## src/rtl/seq_chunk_adder_pkg.sv

```systemverilog
// Shared constants for the sequential chunked adder: FSM encoding and operation modes.
package adder_pkg;

    localparam logic [1:0] ST_IDLE = 2'd0;
    localparam logic [1:0] ST_BUSY = 2'd1;
    localparam logic [1:0] ST_DONE = 2'd2;

    localparam logic OP_ADD = 1'b0;
    localparam logic OP_SUB = 1'b1;

endpackage

```

## src/rtl/seq_chunk_adder_if.sv

```systemverilog
// Operand/result handshake bundle for seq_chunk_adder; master drives operands, slave is the unit.
interface seq_chunk_adder_if #(
    parameter int unsigned WIDTH = 16
) ();

    logic             in_valid;
    logic             in_ready;
    logic [WIDTH-1:0] a;
    logic [WIDTH-1:0] b;
    logic             cin;
    logic             sub;
    logic             out_valid;
    logic             out_ready;
    logic [WIDTH-1:0] sum;
    logic             cout;
    logic             ovf;

    modport master (
        output in_valid, a, b, cin, sub, out_ready,
        input  in_ready, out_valid, sum, cout, ovf
    );

    modport slave (
        input  in_valid, a, b, cin, sub, out_ready,
        output in_ready, out_valid, sum, cout, ovf
    );

endinterface

```

## src/rtl/seq_chunk_adder_rca_chunk.sv

```systemverilog
// Combinational N-bit carry-propagate slice; c_msb is the carry into bit N-1 for overflow detection.
module rca_chunk #(
    parameter int unsigned N = 4
) (
    input  logic [N-1:0] x,
    input  logic [N-1:0] y,
    input  logic         ci,
    output logic [N-1:0] s,
    output logic         co,
    output logic         c_msb
);

    localparam int unsigned NW = N + 1;

    logic [N:0] total;

    assign total = {1'b0, x} + {1'b0, y} + NW'(ci);
    assign s     = total[N-1:0];
    assign co    = total[N];
    // Sum bit = x ^ y ^ carry-in, so the carry into the MSB falls out of the MSB sum bit.
    assign c_msb = s[N-1] ^ x[N-1] ^ y[N-1];

endmodule

```

## src/rtl/seq_chunk_adder.sv

```systemverilog
// Multi-cycle add/subtract: ripples one CHUNK-bit slice per clock through a registered carry.
module seq_chunk_adder
    import adder_pkg::*;
#(
    parameter int unsigned WIDTH = 16,
    parameter int unsigned CHUNK = 4
) (
    input logic              clk,
    input logic              rst_n,
    seq_chunk_adder_if.slave bus
);

    localparam int unsigned NCHUNK = WIDTH / CHUNK;
    localparam int unsigned IDXW   = (NCHUNK > 1) ? $clog2(NCHUNK) : 1;
    localparam logic [IDXW-1:0] IDX_LAST = IDXW'(NCHUNK - 1);

    generate
        if ((CHUNK < 1) || (CHUNK > WIDTH) || ((WIDTH % CHUNK) != 0)) begin : g_bad_params
            $error("seq_chunk_adder: WIDTH must be a non-zero multiple of CHUNK");
        end
    endgenerate

    logic [1:0]       state_q, state_d;
    logic [IDXW-1:0]  idx_q, idx_d;
    logic             carry_q, carry_d;
    logic [WIDTH-1:0] a_q, a_d;
    logic [WIDTH-1:0] b_q, b_d;
    logic [WIDTH-1:0] sum_q, sum_d;
    logic             cout_q, cout_d;
    logic             ovf_q, ovf_d;
    logic             in_ready_q, in_ready_d;
    logic             out_valid_q, out_valid_d;

    logic [31:0]      off;
    logic [CHUNK-1:0] slice_s;
    logic             slice_co;
    logic             slice_c_msb;

    assign off = 32'(idx_q) * CHUNK;

    rca_chunk #(.N(CHUNK)) u_rca (
        .x     (a_q[off +: CHUNK]),
        .y     (b_q[off +: CHUNK]),
        .ci    (carry_q),
        .s     (slice_s),
        .co    (slice_co),
        .c_msb (slice_c_msb)
    );

    always_ff @(posedge clk) begin
        if (!rst_n) begin
            state_q     <= ST_IDLE;
            idx_q       <= '0;
            carry_q     <= 1'b0;
            a_q         <= '0;
            b_q         <= '0;
            sum_q       <= '0;
            cout_q      <= 1'b0;
            ovf_q       <= 1'b0;
            in_ready_q  <= 1'b1;
            out_valid_q <= 1'b0;
        end else begin
            state_q     <= state_d;
            idx_q       <= idx_d;
            carry_q     <= carry_d;
            a_q         <= a_d;
            b_q         <= b_d;
            sum_q       <= sum_d;
            cout_q      <= cout_d;
            ovf_q       <= ovf_d;
            in_ready_q  <= in_ready_d;
            out_valid_q <= out_valid_d;
        end
    end

    always_comb begin
        state_d     = state_q;
        idx_d       = idx_q;
        carry_d     = carry_q;
        a_d         = a_q;
        b_d         = b_q;
        sum_d       = sum_q;
        cout_d      = cout_q;
        ovf_d       = ovf_q;
        in_ready_d  = in_ready_q;
        out_valid_d = out_valid_q;

        case (state_q)
            ST_IDLE: begin
                in_ready_d = 1'b1;
                if (bus.in_valid && in_ready_q) begin
                    // Subtraction is a + ~b + 1, so cin is ignored in that mode.
                    a_d        = bus.a;
                    b_d        = (bus.sub == OP_SUB) ? ~bus.b : bus.b;
                    carry_d    = (bus.sub == OP_SUB) ? 1'b1 : bus.cin;
                    idx_d      = '0;
                    in_ready_d = 1'b0;
                    state_d    = ST_BUSY;
                end
            end
            ST_BUSY: begin
                sum_d[off +: CHUNK] = slice_s;
                carry_d             = slice_co;
                if (idx_q == IDX_LAST) begin
                    cout_d      = slice_co;
                    ovf_d       = slice_c_msb ^ slice_co;
                    out_valid_d = 1'b1;
                    state_d     = ST_DONE;
                end else begin
                    idx_d = idx_q + IDXW'(1);
                end
            end
            ST_DONE: begin
                if (bus.out_ready) begin
                    out_valid_d = 1'b0;
                    in_ready_d  = 1'b1;
                    state_d     = ST_IDLE;
                end
            end
            default: begin
                in_ready_d  = 1'b1;
                out_valid_d = 1'b0;
                state_d     = ST_IDLE;
            end
        endcase
    end

    assign bus.in_ready  = in_ready_q;
    assign bus.out_valid = out_valid_q;
    assign bus.sum       = sum_q;
    assign bus.cout      = cout_q;
    assign bus.ovf       = ovf_q;

endmodule

```

## src/flat_wrapper.sv

```systemverilog
// flat-port wrapper written by rule: the top's interface ports become plain ports
module seq_chunk_adder_flat import adder_pkg::*;
#(
    parameter int unsigned WIDTH = 16,
    parameter int unsigned CHUNK = 4
)
  (clk, rst_n, bus_in_valid, bus_a, bus_b, bus_cin, bus_sub, bus_out_ready, bus_in_ready, bus_out_valid, bus_sum, bus_cout, bus_ovf);
  seq_chunk_adder_if #(.WIDTH(WIDTH)) bus_i ();
  input logic clk;
  input logic rst_n;
  input wire logic [$bits(bus_i.in_valid)-1:0] bus_in_valid;
  input wire logic [$bits(bus_i.a)-1:0] bus_a;
  input wire logic [$bits(bus_i.b)-1:0] bus_b;
  input wire logic [$bits(bus_i.cin)-1:0] bus_cin;
  input wire logic [$bits(bus_i.sub)-1:0] bus_sub;
  input wire logic [$bits(bus_i.out_ready)-1:0] bus_out_ready;
  output wire logic [$bits(bus_i.in_ready)-1:0] bus_in_ready;
  output wire logic [$bits(bus_i.out_valid)-1:0] bus_out_valid;
  output wire logic [$bits(bus_i.sum)-1:0] bus_sum;
  output wire logic [$bits(bus_i.cout)-1:0] bus_cout;
  output wire logic [$bits(bus_i.ovf)-1:0] bus_ovf;
  assign bus_i.in_valid = bus_in_valid;
  assign bus_i.a = bus_a;
  assign bus_i.b = bus_b;
  assign bus_i.cin = bus_cin;
  assign bus_i.sub = bus_sub;
  assign bus_i.out_ready = bus_out_ready;
  assign bus_in_ready = bus_i.in_ready;
  assign bus_out_valid = bus_i.out_valid;
  assign bus_sum = bus_i.sum;
  assign bus_cout = bus_i.cout;
  assign bus_ovf = bus_i.ovf;
  seq_chunk_adder #(.WIDTH(WIDTH), .CHUNK(CHUNK)) u_core (.clk(clk), .rst_n(rst_n), .bus(bus_i));
endmodule
```

## config.mk

```make
export PLATFORM = sky130hd
export DESIGN_NAME = seq_chunk_adder_flat
export DESIGN_NICKNAME = d
export VERILOG_FILES = /design/src/rtl/seq_chunk_adder_pkg.sv /design/src/rtl/seq_chunk_adder_if.sv /design/src/rtl/seq_chunk_adder_rca_chunk.sv /design/src/rtl/seq_chunk_adder.sv /design/src/flat_wrapper.sv
export SDC_FILE = /design/constraint.sdc
export NUM_CORES = 1
export LEC_CHECK = 0
export BUFFER_PORTS_ARGS = -buffer_cell sky130_fd_sc_hd__buf_2
export CAP_MARGIN = 20
export CORE_ASPECT_RATIO = 0.8
export CORE_MARGIN = 3
export CORE_UTILIZATION = 58
export DETAILED_ROUTE_END_ITERATION = 8
export PLACE_DENSITY = 0.92
export REMOVE_ABC_BUFFERS = 1
export SETUP_SLACK_MARGIN = 0.05
export SKIP_LAST_GASP = 1
export SLEW_MARGIN = 15
export SYNTH_ARGS = -nofsm -noshare
export SYNTH_HDL_FRONTEND = slang
export SYNTH_SLANG_ARGS = --single-unit
```

## constraint.sdc

```tcl
create_clock -name clk -period 4.9 [get_ports clk]
set_input_delay 0.735 -clock clk [delete_from_list [all_inputs] [get_ports clk]]
set_output_delay 0.735 -clock clk [all_outputs]
set_load 0.01 [all_outputs]
```

**Word level (Yosys, flattened, before mapping)**

Cells that the tools add are included.
Widths: inputs -> output; s select.

- Add/subtract/negate cells: 4
- Equality and inequality tests: 7
- Shifts and indexed selects: 4
- Multiplexer cells: 18
- Bitwise gates (word level): 6
- Reduce and logical (&&, ||, !) cells: 10

Operator list:

| kind | count |
|---|---|
| $neg 4->34 | 1 |
| $shift 4x34->16 const A | 1 |
| $shiftx 4x34->16 | 1 |
| $shiftx 16x5->4 | 2 |
| $bwmux 16 | 1 |
| $mux 16 | 1 |
| $not 16->16 | 1 |
| $mux 2 | 5 |
| $reduce_and 3->1 | 3 |
| $reduce_and 2->1 | 4 |
| $mux 1 | 6 |
| $pmux 1 s3 | 2 |
| $pmux 2 s3 | 1 |
| $add 4x4->5 | 1 |
| $add 5x1->5 | 1 |
| $eq 2x2->1 const B | 2 |
| $ne 2x1->1 const B | 2 |
| $ne 2x2->1 const B | 2 |
| $pmux 2 s2 | 1 |
| $xor 1x1->1 | 3 |
| $add 2x1->2 const B | 1 |
| $eq 2x1->1 const B | 1 |
| $logic_not 2->1 | 1 |
| $not 1->1 | 2 |
| other kinds (3) | 3 |

- Flip-flop bits (word level): 57
- Input bits: 38
- Output and inout bits: 20
- Logic and storage cells: 59

**Depth between registers and ports, before layout**

- Depth in word-level cells: 6
- Mapped depth: 9
- Mapped depth without buffers: 8

**By module**

From an unflattened synthesis, not the netlist that was laid out.

- Cell total of the unflattened synthesis: 292
- Area, all modules: 2866.5 sq um

Modules (own cells, without submodules):

| module | instances | cells each | area an instance (sq um) | seq. area each (sq um) |
|---|---|---|---|---|
| seq_chunk_adder | 1 | 273 | 2688.8 | 1141.1 |
| rca_chunk | 1 | 19 | 177.7 | 0.0 |

**Least setup slack after synthesis**

OpenSTA, ideal clock, no wires.

- Path kind: reg2reg
- Start: register u_core.idx_q[0]
- End: register u_core.ovf_q, in the netlist u_core.bus.ovf
- Library setup time: 0.070 ns
- Arrival: 2.988 ns
- Setup slack: 1.842 ns
- Stages on the path, launching flop included: 10
- Clock period less this slack: 3.058 ns
- Cell sequence: dfxtp_1 > buf_2 > mux4_2 > fa_1 > fa_1 > a21o_1 > a21oi_1 > xnor3_1 > xnor2_1 > a21oi_1

- Longest elaborated chain between the ends: 6

RTL lines:

| element | line | text |
|---|---|---|
| from (decl) | seq_chunk_adder.sv:24 | `logic [IDXW-1:0] idx_q, idx_d;` |
| from (signal assigned) | seq_chunk_adder.sv:64 | `idx_q <= idx_d;` |
| $shiftx 16x5->4 (on tied branches) | seq_chunk_adder.sv:42, seq_chunk_adder.sv:43 |  |
| $add 4x4->5 | seq_chunk_adder_rca_chunk.sv:17 | `assign total = {1'b0, x} + {1'b0, y} + NW'(ci);` |
| $add 5x1->5 | seq_chunk_adder_rca_chunk.sv:17 |  |
| $xor 1x1->1 (2 in series) | seq_chunk_adder_rca_chunk.sv:21 | `assign c_msb = s[N-1] ^ x[N-1] ^ y[N-1];` |
| $xor 1x1->1 | seq_chunk_adder.sv:106 | `ovf_d = slice_c_msb ^ slice_co;` |
| to (signal assigned) | seq_chunk_adder.sv:70 | `ovf_q <= ovf_d;` |
| to (decl) | seq_chunk_adder.sv:30 | `logic ovf_q, ovf_d;` |

Several ways; a longest one is shown, not always the timed one.
A chain may end at the register's enable or synchronous reset.

**Worst setup path in the final report**

Ends and elaborated chain as after synthesis.

==> results.sh <==
export IMPL_run_status="finished, final reports clean"
export IMPL_dr_pass1_iters=5
export IMPL_crit_fanout=17
export IMPL_h_tree_depth=3
export IMPL_cts_tree="yes"
export IMPL_arrival_ps=3620
export IMPL_cts_resized=0
export IMPL_skew_ps=6.28
export IMPL_portBuffers=57
export IMPL_gr_total_overflow=0
export IMPL_ant_nets=0
export IMPL_ys_warnings_count=0
export IMPL_min_period_over_period_pct=69.5
export IMPL_min_period_ps=3400
export IMPL_cellLeakagePower_nw=1.49
export IMPL_worst_pin_slew_ps=817
export IMPL_boundaryPins=58
export IMPL_grt_max_degree=58
export IMPL_avgSynthCellArea_sq_um=9.78
export IMPL_wl_met1_mm=2.52
export IMPL_hold_slack_ps=457
export IMPL_setup_viol=0
export IMPL_final_common_cell="nand2_1"
export IMPL_fill_cells=324
export IMPL_area_growth_pct=18.7
export IMPL_dr_wl_met3_um=389
export IMPL_power_density_mw_per_mm2=356
export IMPL_fin_cells=387
export IMPL_worstSetupPathType="flop to flop"
export IMPL_hold_class="flop to flop"
export IMPL_clkSinkCount=57
export IMPL_worstSkewPairLatency_ps=330
export IMPL_hold_violations=0
export IMPL_cp_end_kind="flop"
export IMPL_worstSetupStartpointType="flop"
export IMPL_mostFrequentLayoutCells="nand2_1 (58), buf_2 (57), dfxtp_1 (57)"
export IMPL_placed_area_sq_mm=0.00299
export IMPL_highest_layer="met4"
export IMPL_maxCapViolCount=0
export IMPL_ys_seq_elements=57
export IMPL_drtIter0Drc=185
export IMPL_drc=0
export IMPL_synth_cell_area_sq_mm=0.00270
export IMPL_r2r_cells=8
export IMPL_coreArea_sq_mm=0.00434
export IMPL_detail_route_wl_per_cell_um=15.1
export IMPL_dpl_hpwl_mm=3.91
export IMPL_ys_seq_area_share_pct=42.3
export IMPL_path_clk_slew_ps=60
export IMPL_cts_max_path_buffers=2
export IMPL_holdBufCountCts=0
export IMPL_max_slew_margin_pct=45.6
export IMPL_drive_above_1_share_pct=24.8
export IMPL_fin_area_sq_mm=0.00321
export IMPL_slew_viol_final=0
export IMPL_antenna_found_initial=0
export IMPL_vdd_ir_drop_worst_mv=0.205
export IMPL_placementRows=21
export IMPL_power_mw=1.14
export IMPL_worst_ep_required_time_ps=5110
export IMPL_start_util_pct=62.3
export IMPL_cts_buffers=9
export IMPL_max_freq_mhz=294
export IMPL_grt_pass1_vias=2106
export IMPL_finalNetCount=375
export IMPL_grt_usage_pct=23.5
export IMPL_hold_path_depth=2
export IMPL_synth_cell_types=31
export IMPL_grt_pass1_wl_mm=9.68
export IMPL_fin_setup_tns_ps=0
export IMPL_cts_setup_buffers=0
export IMPL_die_w_um=82.3
export IMPL_diodes=0
export IMPL_avgViaCountPerCell=5.57
export IMPL_postRouteWirelength_mm=5.85
export IMPL_fp_dieH_um=67.0
export IMPL_dp_cells=372
export IMPL_routed_wl_met2_mm=2.87
export IMPL_cts_root_buf="clkbuf_8"
export IMPL_rsz0062_at_grt="no"
export IMPL_gp_congestion=0.760
export IMPL_vias=2154
export IMPL_synth_cells=276
export IMPL_die_area_sq_mm=0.00552
## power by group
part / total (mW) / switching [mW] / internal (mW) / leakage (nW)
Clock: 0.459 / 0.173 / 0.287 / 0.112
Combinational: 0.170 / 0.0889 / 0.0809 / 0.913
Sequential: 0.512 / 0.0216 / 0.490 / 0.466
Total: 1.14 / 0.283 / 0.858 / 1.49
## stage by stage
| step | util, % | setup slack (ps) |
|---|---|---|
| 2_1_floorplan | - | 982 |
| 3_3_place_gp | 69.0 | 1630 |
| 3_5_place_dp | 69.0 | 1560 |
| 4_1_cts | 73.9 | 1480 |
| 5_1_grt | 73.9 | 1270 |
| 6_report | 73.9 | 1500 |
## Yosys cell counts
cell type	count	area [sq um]
and2_1	2	12.5
buf_2	5	25.0
nor2_1	5	18.8
nor4_1	1	6.26
nor3b_1	1	7.51
xor2_1	1	8.76
xnor3_1	1	22.5
ha_1	9	113
nor3_1	2	10.0
xnor2_1	18	158
or3_1	1	6.26
inv_1	2	7.51
o22ai_1	1	6.26
a22oi_1	17	128
a21o_1	2	15.0
a21boi_0	18	135
a21oi_1	5	25.0
mux4_1	1	26.3
o211a_1	17	170
and4_1	2	17.5
dfxtp_1	57	1140
fa_1	2	40.0
nand2_1	58	218
mux2_2	1	11.3
nand2b_1	1	6.26
clkbuf_1	14	52.6
a31oi_1	1	6.26
o21ai_0	4	20.0
and4b_1	1	10.0
mux4_2	7	158
nor2b_1	19	119
## sequential cells by signal (all words and copies together) (netlist names)
register,flops
u_core.bus.ovf,1
u_core.carry_q,1
u_core.bus.in_ready,1
u_core.state_q,2
u_core.a_q,16
u_core.b_q,16
u_core.idx_q,2
u_core.bus.out_valid,1
u_core.bus.cout,1
u_core.bus.sum,16
## worst paths after layout
| check | slack (ps) | start | endpoint |
|---|---|---|---|
| max | 1500 | u_core.idx_q[0] | u_core.bus.ovf |
| max reg2reg | 1500 | u_core.idx_q[0] | u_core.bus.ovf |
| min reg2reg | 460 | u_core.bus.out_valid | u_core.bus.out_valid |
| min | 460 | u_core.bus.out_valid | u_core.bus.out_valid |
## cells by family (layout without fill, tap and decap cells)
group	Yosys count	count (layout)	share of synthesized area (%)
multiplexers	9	9	7.23
adder cells (fa/ha/maj)	11	11	5.65
AND/OR/NAND/NOR	93	93	16.0
flip-flops	57	57	42.3
XOR/XNOR	20	20	7.00
AO/OA/AOI/OAI	65	65	18.7
buffers and inverters	21	75	3.15
## critical path, stage by stage, from the launching register on
cell and delay, ps:
dfxtp_1 810, mux4_2 610, fa_1 450, fa_1 420, a21o_1 190, a21oi_1 240
xnor3_1 270, xnor2_1 190, a21oi_1 90
## routing by layer
metal,vias up,track usage (%)
met5,-,0
met4,0,7.05
met3,9,9.05
met2,72,37.4
met1,1004,29.4
li1,1069,-
## layout make-up
type,instances,area [sq um],share of cell area [%]
clock buffer,13,179,5.58
clock inverter,2,35.0,1.09
inverter,2,7.51,0.234
multi-input combinational,198,1480,46.1
sequential,57,1140,35.6
tap,57,71.3,2.22
timing repair buffer,58,293,9.13
Power figures use the tool's default switching activity.
